File: config.mk
export PLATFORM = sky130hd
export DESIGN_NAME = alu_pipe_flat
export DESIGN_NICKNAME = d
export VERILOG_FILES = /design/src/rtl/alu_pkg.sv /design/src/rtl/alu_pipe_if.sv /design/src/rtl/wide_adder.sv /design/src/rtl/alu_pipe.sv /design/src/flat_wrapper.sv
export SDC_FILE = /design/constraint.sdc
export NUM_CORES = 1
export LEC_CHECK = 0
export BUFFER_PORTS_ARGS = -buffer_cell sky130_fd_sc_hd__buf_4
export CORE_MARGIN = 1.5
export CORE_UTILIZATION = 63
export CTS_BUF_LIST = sky130_fd_sc_hd__clkbuf_8
export CTS_CLUSTER_SIZE = 28
export DETAILED_ROUTE_END_ITERATION = 16
export PLACE_DENSITY = 0.95
export SKIP_LAST_GASP = 1
export SYNTH_ARGS = -nofsm -noshare
export SYNTH_HDL_FRONTEND = slang
export SYNTH_HIERARCHICAL = 1
export SYNTH_SLANG_ARGS = --single-unit
File: constraint.sdc
create_clock -name clk -period 6.4 [get_ports clk]
set_input_delay 0.32 -clock clk [delete_from_list [all_inputs] [get_ports clk]]
set_output_delay 0.32 -clock clk [all_outputs]
set_load 0.005 [all_outputs]
File: src/rtl/alu_pkg.sv
// Shared opcode encodings and flag bit positions for the pipelined ALU.
package alu_pkg;

  localparam logic [2:0] OP_ADD = 3'b000;
  localparam logic [2:0] OP_SUB = 3'b001;
  localparam logic [2:0] OP_AND = 3'b010;
  localparam logic [2:0] OP_OR  = 3'b011;
  localparam logic [2:0] OP_XOR = 3'b100;
  localparam logic [2:0] OP_SHL = 3'b101;
  localparam logic [2:0] OP_SHR = 3'b110;
  localparam logic [2:0] OP_CMP = 3'b111;

  localparam int FLAGS_W = 4;
  localparam int FLAG_C  = 3;
  localparam int FLAG_Z  = 2;
  localparam int FLAG_N  = 1;
  localparam int FLAG_V  = 0;

endpackage

File: src/rtl/alu_pipe_if.sv
// Operand and result handshake bundle between an operand source and the ALU.
interface alu_pipe_if #(
  parameter int WIDTH = 8,
  parameter int TAG_W = 4
);
  logic             in_valid;
  logic             in_ready;
  logic [2:0]       in_op;
  logic [WIDTH-1:0] in_a;
  logic [WIDTH-1:0] in_b;
  logic [TAG_W-1:0] in_tag;
  logic             out_valid;
  logic             out_ready;
  logic [WIDTH-1:0] out_res;
  logic [3:0]       out_flags;
  logic [TAG_W-1:0] out_tag;

  // Environment side: issues operations and consumes results.
  modport master (
    output in_valid, in_op, in_a, in_b, in_tag, out_ready,
    input  in_ready, out_valid, out_res, out_flags, out_tag
  );

  modport slave (
    input  in_valid, in_op, in_a, in_b, in_tag, out_ready,
    output in_ready, out_valid, out_res, out_flags, out_tag
  );
endinterface

File: src/rtl/wide_adder.sv
// Combinational WIDTH-bit adder with carry in and carry out.
module wide_adder #(
  parameter int WIDTH = 8
) (
  input  logic [WIDTH-1:0] a,
  input  logic [WIDTH-1:0] b,
  input  logic             cin,
  output logic [WIDTH-1:0] sum,
  output logic             cout
);
  assign {cout, sum} = {1'b0, a} + {1'b0, b} + {{WIDTH{1'b0}}, cin};
endmodule

File: src/rtl/alu_pipe.sv
// Two-stage valid/ready ALU: S1 holds operands, S2 holds result, flags and tag.
module alu_pipe
  import alu_pkg::*;
#(
  parameter int WIDTH = 8,
  parameter int TAG_W = 4
) (
  input logic      clk,
  input logic      rst_n,
  alu_pipe_if.slave bus
);

  logic             s1_v;
  logic [2:0]       s1_op;
  logic [WIDTH-1:0] s1_a;
  logic [WIDTH-1:0] s1_b;
  logic [TAG_W-1:0] s1_tag;

  logic               s2_v;
  logic [WIDTH-1:0]   s2_res;
  logic [FLAGS_W-1:0] s2_flags;
  logic [TAG_W-1:0]   s2_tag;

  logic s2_adv;
  logic in_fire;

  assign s2_adv       = !s2_v || bus.out_ready;
  assign bus.in_ready = !s1_v || s2_adv;
  assign in_fire      = bus.in_valid && bus.in_ready;

  assign bus.out_valid = s2_v;
  assign bus.out_res   = s2_res;
  assign bus.out_flags = s2_flags;
  assign bus.out_tag   = s2_tag;

  // SUB and CMP reuse the adder as a + ~b + 1.
  logic             sub_op;
  logic [WIDTH-1:0] add_b;
  logic [WIDTH-1:0] sum;
  logic             cout;
  logic             ovf;

  assign sub_op = (s1_op == OP_SUB) || (s1_op == OP_CMP);
  assign add_b  = sub_op ? ~s1_b : s1_b;
  assign ovf    = (s1_a[WIDTH-1] == add_b[WIDTH-1]) && (sum[WIDTH-1] != s1_a[WIDTH-1]);

  wide_adder #(.WIDTH(WIDTH)) u_adder (
    .a    (s1_a),
    .b    (add_b),
    .cin  (sub_op),
    .sum  (sum),
    .cout (cout)
  );

  logic [WIDTH-1:0]   alu_res;
  logic [WIDTH-1:0]   flag_src;
  logic [FLAGS_W-1:0] alu_flags;
  logic               c_bit;
  logic               v_bit;

  // NOTE: every output of this block gets a default first, so no path leaves one unassigned and no latch is inferred.
  always_comb begin
    alu_res = sum;
    c_bit   = 1'b0;
    v_bit   = 1'b0;
    case (s1_op)
      OP_ADD: begin c_bit = cout;  v_bit = ovf; end
      OP_SUB: begin c_bit = ~cout; v_bit = ovf; end
      OP_AND: alu_res = s1_a & s1_b;
      OP_OR:  alu_res = s1_a | s1_b;
      OP_XOR: alu_res = s1_a ^ s1_b;
      OP_SHL: begin alu_res = {s1_a[WIDTH-2:0], 1'b0}; c_bit = s1_a[WIDTH-1]; end
      OP_SHR: begin alu_res = {1'b0, s1_a[WIDTH-1:1]}; c_bit = s1_a[0]; end
      default: begin alu_res = s1_a; c_bit = ~cout; v_bit = ovf; end
    endcase
    // CMP reports Z/N of the difference while passing A through.
    flag_src          = (s1_op == OP_CMP) ? sum : alu_res;
    alu_flags         = '0;
    alu_flags[FLAG_C] = c_bit;
    alu_flags[FLAG_Z] = (flag_src == '0);
    alu_flags[FLAG_N] = flag_src[WIDTH-1];
    alu_flags[FLAG_V] = v_bit;
  end

  // NOTE: state registers use non-blocking assignments so every flop samples pre-edge values.
  always_ff @(posedge clk) begin
    if (!rst_n) begin
      s1_v     <= 1'b0;
      s2_v     <= 1'b0;
      s2_res   <= '0;
      s2_flags <= '0;
      s2_tag   <= '0;
    end else begin
      if (in_fire)     s1_v <= 1'b1;
      else if (s2_adv) s1_v <= 1'b0;
      if (s2_adv)      s2_v <= s1_v;
      if (s2_adv && s1_v) begin
        s2_res   <= alu_res;
        s2_flags <= alu_flags;
        s2_tag   <= s1_tag;
      end
    end
  end

  // NOTE: S1 payload needs no reset; it is only consumed while s1_v, which is reset.
  always_ff @(posedge clk) begin
    if (in_fire) begin
      s1_op  <= bus.in_op;
      s1_a   <= bus.in_a;
      s1_b   <= bus.in_b;
      s1_tag <= bus.in_tag;
    end
  end

endmodule

File: src/flat_wrapper.sv
// flat-port wrapper written by rule: the top's interface ports become plain ports
module alu_pipe_flat import alu_pkg::*;
#(
  parameter int WIDTH = 8,
  parameter int TAG_W = 4
)
  (clk, rst_n, bus_in_valid, bus_in_op, bus_in_a, bus_in_b, bus_in_tag, bus_out_ready, bus_in_ready, bus_out_valid, bus_out_res, bus_out_flags, bus_out_tag);
  alu_pipe_if #(.WIDTH(WIDTH), .TAG_W(TAG_W)) bus_i ();
  input logic clk;
  input logic rst_n;
  input wire logic [$bits(bus_i.in_valid)-1:0] bus_in_valid;
  input wire logic [$bits(bus_i.in_op)-1:0] bus_in_op;
  input wire logic [$bits(bus_i.in_a)-1:0] bus_in_a;
  input wire logic [$bits(bus_i.in_b)-1:0] bus_in_b;
  input wire logic [$bits(bus_i.in_tag)-1:0] bus_in_tag;
  input wire logic [$bits(bus_i.out_ready)-1:0] bus_out_ready;
  output wire logic [$bits(bus_i.in_ready)-1:0] bus_in_ready;
  output wire logic [$bits(bus_i.out_valid)-1:0] bus_out_valid;
  output wire logic [$bits(bus_i.out_res)-1:0] bus_out_res;
  output wire logic [$bits(bus_i.out_flags)-1:0] bus_out_flags;
  output wire logic [$bits(bus_i.out_tag)-1:0] bus_out_tag;
  assign bus_i.in_valid = bus_in_valid;
  assign bus_i.in_op = bus_in_op;
  assign bus_i.in_a = bus_in_a;
  assign bus_i.in_b = bus_in_b;
  assign bus_i.in_tag = bus_in_tag;
  assign bus_i.out_ready = bus_out_ready;
  assign bus_in_ready = bus_i.in_ready;
  assign bus_out_valid = bus_i.out_valid;
  assign bus_out_res = bus_i.out_res;
  assign bus_out_flags = bus_i.out_flags;
  assign bus_out_tag = bus_i.out_tag;
  alu_pipe #(.WIDTH(WIDTH), .TAG_W(TAG_W)) u_core (.clk(clk), .rst_n(rst_n), .bus(bus_i));
endmodule
==> impl_results.md, run 1 <==
* All-Layer GR Usage at around 29%
* Die Footprint at ~0.0047 mm²
* Vias in the first global route at 2150
* Synth Warn # at 6
* TNS Setup at 0 ns
* Vias/cell at approximately 6.2
* Worst setup path endpoint: u_core/bus.out_flags[2]
* Clock Latency Late Sink at 0.30 ns
* Reg clk slew, reported paths at roughly 0.08 ns
* Worst path arrival time at 4.37 ns
* RSZ-0062 raised after global routing: no
* IO Pins at between 40 and 50
* Post-CTS resize count at 0
* Clk_skew at approximately 0.0024 ns
* Longest Clk Path Bufs at 2
* Die Ht at ~69 µm
* Initial drt markers at about 190
* Gpl congestion at between 0.9 and 1
* Actual slew at the worst max-slew pin at around 1.1 ns
* IO Port Bufs at 44
* CP Max Fanout at 25
* Number of buffers created by CTS at 5
* Initial DRT Pass Iterations at 6
* Yosys cell types at roughly 60
* DRT antenna net count at 0
* Final wirelength at around 6.4 mm
* Setup-failing EPs final at 0
* Synthesized area at between 0.002 and 0.003 mm²
* Drt drc at 0
* Syn_area_per_cell at approximately 10 µm²
* CTS Sinks at between 40 and 50
* Logic pwr share at a little over a quarter
* Min Tclk post-route at 4.16 ns
* TritonCTS clock tree: yes
* Overflow after GRT at 0
* Crit Reg-Reg Endpoint: u_core/bus.out_flags[2]
* Setup Crit Path Kind: reg2reg
* Critical Path Start: u_core/s1_op[0]
* F_max at 0.240 GHz
* DR vias at between 2000 and 2500
* #FFs+latches synth at 41
* Slew Limit Fails at 0
* Starting Density at 66.6%
* Commonest non-fill, non-tap cell in the layout: buf_4
* R2R cell count at 12
* Largest net degree at the start of global routing at 26
* Placed insts at between 300 and 400
* Reg2Reg Setup Slack at 2.24 ns
* Die Wd at 68.7 µm
* Final hold vios at 0
* Worst vdd ir at 0.182 mV
* Design Area, Final at roughly 0.0031 mm²
* Postcts setup bufs at 0
* Startpoint types: register
* Clk root buf: clkbuf_8
* Clock Power Share at 26.3%
* First-pass GRT wire length at between 9 and 10 mm
* Cell Area, Placed at about 0.0030 mm²
* Filler-free cell count of the finished design at about 360
* FP Rows at 23
* Core area at about 0.0041 mm²
* Antenna Cells at 0
* Nets at about 360
* Share of layout cells above drive strength 1 at 21.2%
* Asr flop ratio synth at 0%
* # hold bufs at CTS at 0
* Outcome: complete, no violations
* Sequential power share at 46.5%
* Fill count at around 280
* Main flop type after synthesis: edfxtp_1
* # Max-Cap Violations at 0
* CP required at roughly 6.6 ns
* Hold Path Stages at 1
* Post-synth EDFFs at 23
* Leakage at roughly 1.4 nW
* Pwr Total at between 0.6 and 0.7 mW
* Reg2reg start: u_core/s1_op[0]
* PwrDens at around 220 mW/mm²
* Crit. End Element: register
* Post-detailed-route wirelength per cell at 17.7 µm
* Final period util at 65.0%
* P&R area growth vs syn at 14.7%
* Initial antenna violation count at 0
* Hold Path Class: in2reg
* Commonest cells after routing, fill and taps aside: buf_4 (44), nand2_1 (34), ha_1 (24)
* Net load switching power at ~0.21 mW
* Sw Share at a little under a third
* Synth Instances at roughly 270
* Internal power at between 0.4 and 0.5 mW
* Syn nets at between 300 and 400
* CTS H-tree lvls at 2
* Seq/Total Area, Yosys at between 30% and 40%
* Dpl hpwl at about 4.7 mm
* Slew margin rel. at 27.2%
## worst max-delay path, cell delays in order (launching register included)
cell	delay [ns]
edfxtp_1	0.94
nand3_2	0.51
xnor2_1	0.28
fa_1	0.47
fa_1	0.43
a21oi_1	0.16
nor2b_1	0.08
a31oi_1	0.27
xnor2_1	0.14
a22o_1	0.25
nor3_2	0.16
o221ai_1	0.14
o31ai_2	0.24
## layout make-up
class / count / area (µm²) / area share (%)
clock buffers: 6 / 82.6 / 2.65
clock inverters: 2 / 12.5 / 0.401
inverters: 21 / 78.8 / 2.53
multi-input cells: 197 / 1500 / 48.1
flip-flops and latches: 41 / 1050 / 33.7
well taps: 50 / 62.6 / 2.01
repair buffers: 44 / 330 / 10.6
## cells in the mapped netlist, types with 2 or more instances
cell type	n	area share, %
nand2_1	34	4.7
ha_1	24	11
edfxtp_1	23	25
inv_1	21	2.9
dfxtp_1	18	13
xnor2_1	12	3.9
nor2_1	10	1.4
o21ai_0	10	1.8
a21oi_1	9	1.7
a21boi_0	7	1.9
and2_1	7	1.6
mux2i_1	7	2.6
nor2b_1	6	1.4
clkbuf_1	5	0.69
nor3_1	5	0.92
o22ai_1	5	1.1
a222oi_1	4	1.5
buf_6	4	1.7
nand2b_1	4	0.92
a221o_1	3	1.1
mux2_2	3	1.2
nor4_1	3	0.69
o31ai_1	3	0.83
a211oi_1	2	0.55
a21o_1	2	0.55
a22oi_1	2	0.55
buf_2	2	0.37
buf_4	2	0.55
fa_1	2	1.5
nand3_1	2	0.37
nand3_2	2	0.74
o221ai_1	2	0.64
## per-stage QoR
stage          setup slack, ns  hold WS [ns]  util, %
2_1_floorplan             3.22         0.419        -
3_3_place_gp              2.57         0.452     74.0
3_5_place_dp              2.33         0.460     74.0
4_1_cts                   2.31         0.185     76.3
5_1_grt                   2.02         0.185     76.3
6_report                  2.24         0.191     76.3
## cell families after synthesis
group / after synthesis / synth area share [%]
AO/OA/AOI/OAI: 64 / 17.4
XOR/XNOR: 14 / 5.20
adder cells (fa/ha/maj): 26 / 12.5
buffers and inverters: 34 / 6.16
flip-flops: 41 / 38.6
multiplexers: 11 / 4.37
AND/OR/NAND/NOR: 82 / 15.7
## power groups by stage
stage | registers (mW) | clock network [mW] | logic (mW)
floorplan | 0.311 | 0 | 0.133
global placement | 0.320 | 0 | 0.171
CTS | 0.314 | 0.181 | 0.181
global route | 0.317 | 0.189 | 0.200
detailed placement | 0.320 | 0 | 0.178
finish | 0.315 | 0.178 | 0.185
## flip-flops by register name, indices dropped and copies added, names as in the netlist
register	flops
u_core/bus.out_tag	4
u_core/s1_b	8
u_core/s1_tag	4
u_core/bus.out_flags	4
u_core/bus.out_res	8
u_core/s1_v	1
u_core/s1_a	8
u_core/s1_op	3
u_core/bus.out_valid	1
## how the worst min path moves through the flow
stage                                startpoint               endpoint  slack [ns]
after floorplan                     bus_in_a[0]         u_core/s1_a[0]        0.42
after global placement    u_core/bus.out_tag[0]  u_core/bus.out_tag[0]        0.45
after detailed placement  u_core/bus.out_tag[0]  u_core/bus.out_tag[0]        0.46
after CTS                           bus_in_a[0]         u_core/s1_a[0]        0.19
after global routing                bus_in_a[6]         u_core/s1_a[6]        0.18
final                              bus_in_op[0]        u_core/s1_op[0]        0.19
## metal layers
layer	up-vias	routed length [µm]	share of wire [%]	track usage [%]
met4	0	152	2.4	13.5
met2	107	3080	48	48.0
met3	19	523	8.2	5.68
met5	-	0	0	0
li1	1052	-	-	-
met1	1058	2620	41	38.1
(Power assumes the default switching activity.)
==> inputs of run 2 (changes only) <==
--- a/config.mk
+++ b/config.mk
@@ -5,13 +5,14 @@
 export SDC_FILE = /design/constraint.sdc
 export NUM_CORES = 1
 export LEC_CHECK = 0
+export ABC_AREA = 1
 export BUFFER_PORTS_ARGS = -buffer_cell sky130_fd_sc_hd__buf_4
 export CORE_MARGIN = 1.5
-export CORE_UTILIZATION = 63
+export CORE_UTILIZATION = 59
 export CTS_BUF_LIST = sky130_fd_sc_hd__clkbuf_8
 export CTS_CLUSTER_SIZE = 28
 export DETAILED_ROUTE_END_ITERATION = 16
-export PLACE_DENSITY = 0.95
+export PLACE_DENSITY = 0.91
 export SKIP_LAST_GASP = 1
 export SYNTH_ARGS = -nofsm -noshare
 export SYNTH_HDL_FRONTEND = slang
==> constraint.sdc (replaced) <==
create_clock -name clk -period 3.9 [get_ports clk]
set_input_delay 0.195 -clock clk [delete_from_list [all_inputs] [get_ports clk]]
set_output_delay 0.195 -clock clk [all_outputs]
set_load 0.005 [all_outputs]
==> run 2 against run 1 <==
Net effect:
- utilization is 4.1 points lower
- die area is 6.5% higher
- non-clock buffer count is 2 higher
- via count is 10% higher
- clock-buffer cell count is 1 higher
- hold slack worse by 0.12 ns
- largest cell class unchanged
- largest power group unchanged
- highest routed layer unchanged
==> impl_results.md, run 2 <==
* Synth area leaders: edfxtp_1 (25%), dfxtp_1 (13%), nand2_1 (13%), ha_1 (11%), inv_1 (7.0%)
* Most crowded layer after global routing: met2
* CP Max Fanout at 10
* Die Wd at between 70 and 80 µm
* Worst Slack Setup Final at roughly 0.74 ns
* Filler-free cell count of the finished design at between 400 and 500
* Initial antenna violation count at 0
* IO Port Bufs at 44
* Synth Instances at between 300 and 400
* CP required at ~4.1 ns
* Setup Crit Path Kind: reg2reg
* Initial drt markers at about 150
* DR vias at between 2000 and 2500
* Top-count cell post-synth: nand2_1
* Share of layout cells above drive strength 1 at 15.7%
* FP Rows at 24
* Net load switching power at between 0.3 and 0.4 mW
* Worst vdd ir at roughly 0.32 mV
* Longest Clk Path Bufs at 2
* Actual slew at the worst max-slew pin at around 0.99 ns
* Outcome: complete, no violations
* RSZ-0062 raised after global routing: no
* Slew Limit Fails at 0
* Leading area contributor after synthesis: edfxtp_1
* Met1 GRT Util at 37.7%
* Final hold vios at 0
* Post-synth top area share at roughly a quarter
* TritonCTS clock tree: yes
* Min Tclk post-route at around 3.2 ns
* #FFs+latches synth at a little over 40
* Sequential power share at roughly 46%
* All-Layer GR Usage at roughly 27%
* F_max at approximately 0.32 GHz
* Crit. End Element: register
* Post-CTS resize count at 0
* Gpl congestion at around 0.9
* P&R area growth vs syn at 16.5%
* Pre-CTS setup slack at 0.793 ns
* Met3 GRT Util at ~5.4%
* IO Pins at 45
* Commonest non-fill, non-tap cell in the layout: nand2_1
* Die Footprint at 0.00503 mm²
* Yosys cell types at 34
* Post-synth EDFFs at 23
* DRT antenna net count at 0
* GR Util met2 at slightly above 40%
* Clock Power Share at between 20% and 30%
* Dpl hpwl at slightly below 5 mm
* Placed insts at 440
* Clock Latency Late Sink at 0.30 ns
* Vias in the first global route at between 2000 and 2500
* Synthesized area at 0.00272 mm²
* Number of buffers created by CTS at 5
* # hold bufs at CTS at 0
* TNS Setup at 0 ns
* CTS H-tree lvls at 2
* Commonest cells post-synth: nand2_1 (92), inv_1 (51), nor2_1 (40), ha_1 (24), edfxtp_1 (23)
* Postcts setup bufs at 0
* Clk root buf: clkbuf_8
* Vias/cell at around 5.5
* Leakage at roughly 1.6 nW
* Final Core Density at between 70 and 80%
* Final wirelength at around 6.5 mm
* Core area at 0.00438 mm²
* Syn nets at slightly above 400
* # Max-Cap Violations at 0
* Post-detailed-route wirelength per cell at between 10 and 15 µm
* Main flop type after synthesis: edfxtp_1
* Antenna Cells at 0
* First-pass GRT wire length at around 11 mm
* Hold Path Class: in2reg
* Reg clk slew, reported paths at about 0.08 ns
* Sw Share at roughly a third
* Clk_skew at slightly below 0.006 ns
* Startpoint types: register
* Syn_area_per_cell at a little under 8 µm²
* Setup-failing EPs final at 0
* Starting Density at between 60% and 70%
* Die Ht at between 70 and 80 µm
* Largest net degree at the start of global routing at 26
* Synth Warn # at 6
* Overflow after GRT at 0
* Asr flop ratio synth at 0%
* Drt drc at 0
* PwrDens at around 350 mW/mm²
* Commonest cells after routing, fill and taps aside: nand2_1 (92), inv_1 (51), buf_4 (46)
* Initial DRT Pass Iterations at 5
* Worst path arrival time at 3.39 ns
* Pwr Total at 1.12 mW
* Internal power at roughly 0.77 mW
* Final period util at just over 80%
* Logic pwr share at approximately a quarter
* CTS Sinks at 41
* Seq/Total Area, Yosys at 38.6%
* Nets at approximately 450
* Slew margin rel. at 34.2%
-- run 2: cell type report --
type	instances	area, µm²
tap	52	65.1
timing repair buffer	46	345
multi-input combinational	249	1410
clock buffer	7	96.3
clock inverter	1	8.76
inverter	52	195
fill	375	1220
sequential	41	1050
-- run 2: final timing paths --
path	startpoint	endpoint	slack, ns	depth (start not counted)
setup / recovery	u_core/s1_op[2]	u_core/bus.out_flags[2]	0.74	18
setup reg to reg	u_core/s1_op[2]	u_core/bus.out_flags[2]	0.74	18
hold / removal	bus_in_b[7]	u_core/s1_b[7]	0.07	1
hold reg to reg	u_core/bus.out_tag[3]	u_core/bus.out_tag[3]	0.50	2
-- run 2: cell families (layout without fill, tap and decap cells) --
kind of cell	count (synthesis)	after routing	synth area share [%]
buffers and inverters	63	106	9.66
and+or+nand+nor	175	175	27.4
DFF	41	41	38.6
xor gates and xnor gates	11	11	3.82
adders and majority gates	26	26	12.5
AOI/OAI and AO/OA	37	37	7.96
-- run 2: power groups by stage --
| stage | clock, mW | sequential (mW) | combinational [mW] |
|---|---|---|---|
| 3_5_place_dp | 0 | 0.520 | 0.290 |
| 4_1_cts | 0.323 | 0.510 | 0.293 |
| 6_report | 0.316 | 0.510 | 0.296 |
| 3_3_place_gp | 0 | 0.518 | 0.283 |
| 5_1_grt | 0.334 | 0.514 | 0.336 |
| 2_1_floorplan | 0 | 0.512 | 0.201 |
-- run 2: critical path: stages (launching register included) --
cell and delay [ns]:
edfxtp_1 0.48, nor2_1 0.16, inv_1 0.05, nand2_1 0.09
nand2_4 0.12, xor2_1 0.20, fa_1 0.45, fa_1 0.42
nand2_1 0.09, nand2_1 0.08, nand3b_1 0.11, nand2_1 0.08
nand2_1 0.06, nand2_1 0.06, a22oi_1 0.19, nand3_1 0.11
nor2_1 0.12, nand3_1 0.10, a21oi_1 0.13
-- run 2: stage by stage --
stage	instance area, µm²	hold WS, ns
6_report	3170	0.0687
3_5_place_dp	3060	0.374
4_1_cts	3170	0.0632
3_3_place_gp	3060	0.373
2_1_floorplan	2720	0.294
5_1_grt	3170	0.0579
-- run 2: per-layer routing --
metal | vias to the layer above | share of wire, %
li1 | 1225 | -
met1 | 1129 | 45
met2 | 91 | 47
met3 | 18 | 6.2
met4 | 0 | 2.6
met5 | - | 0
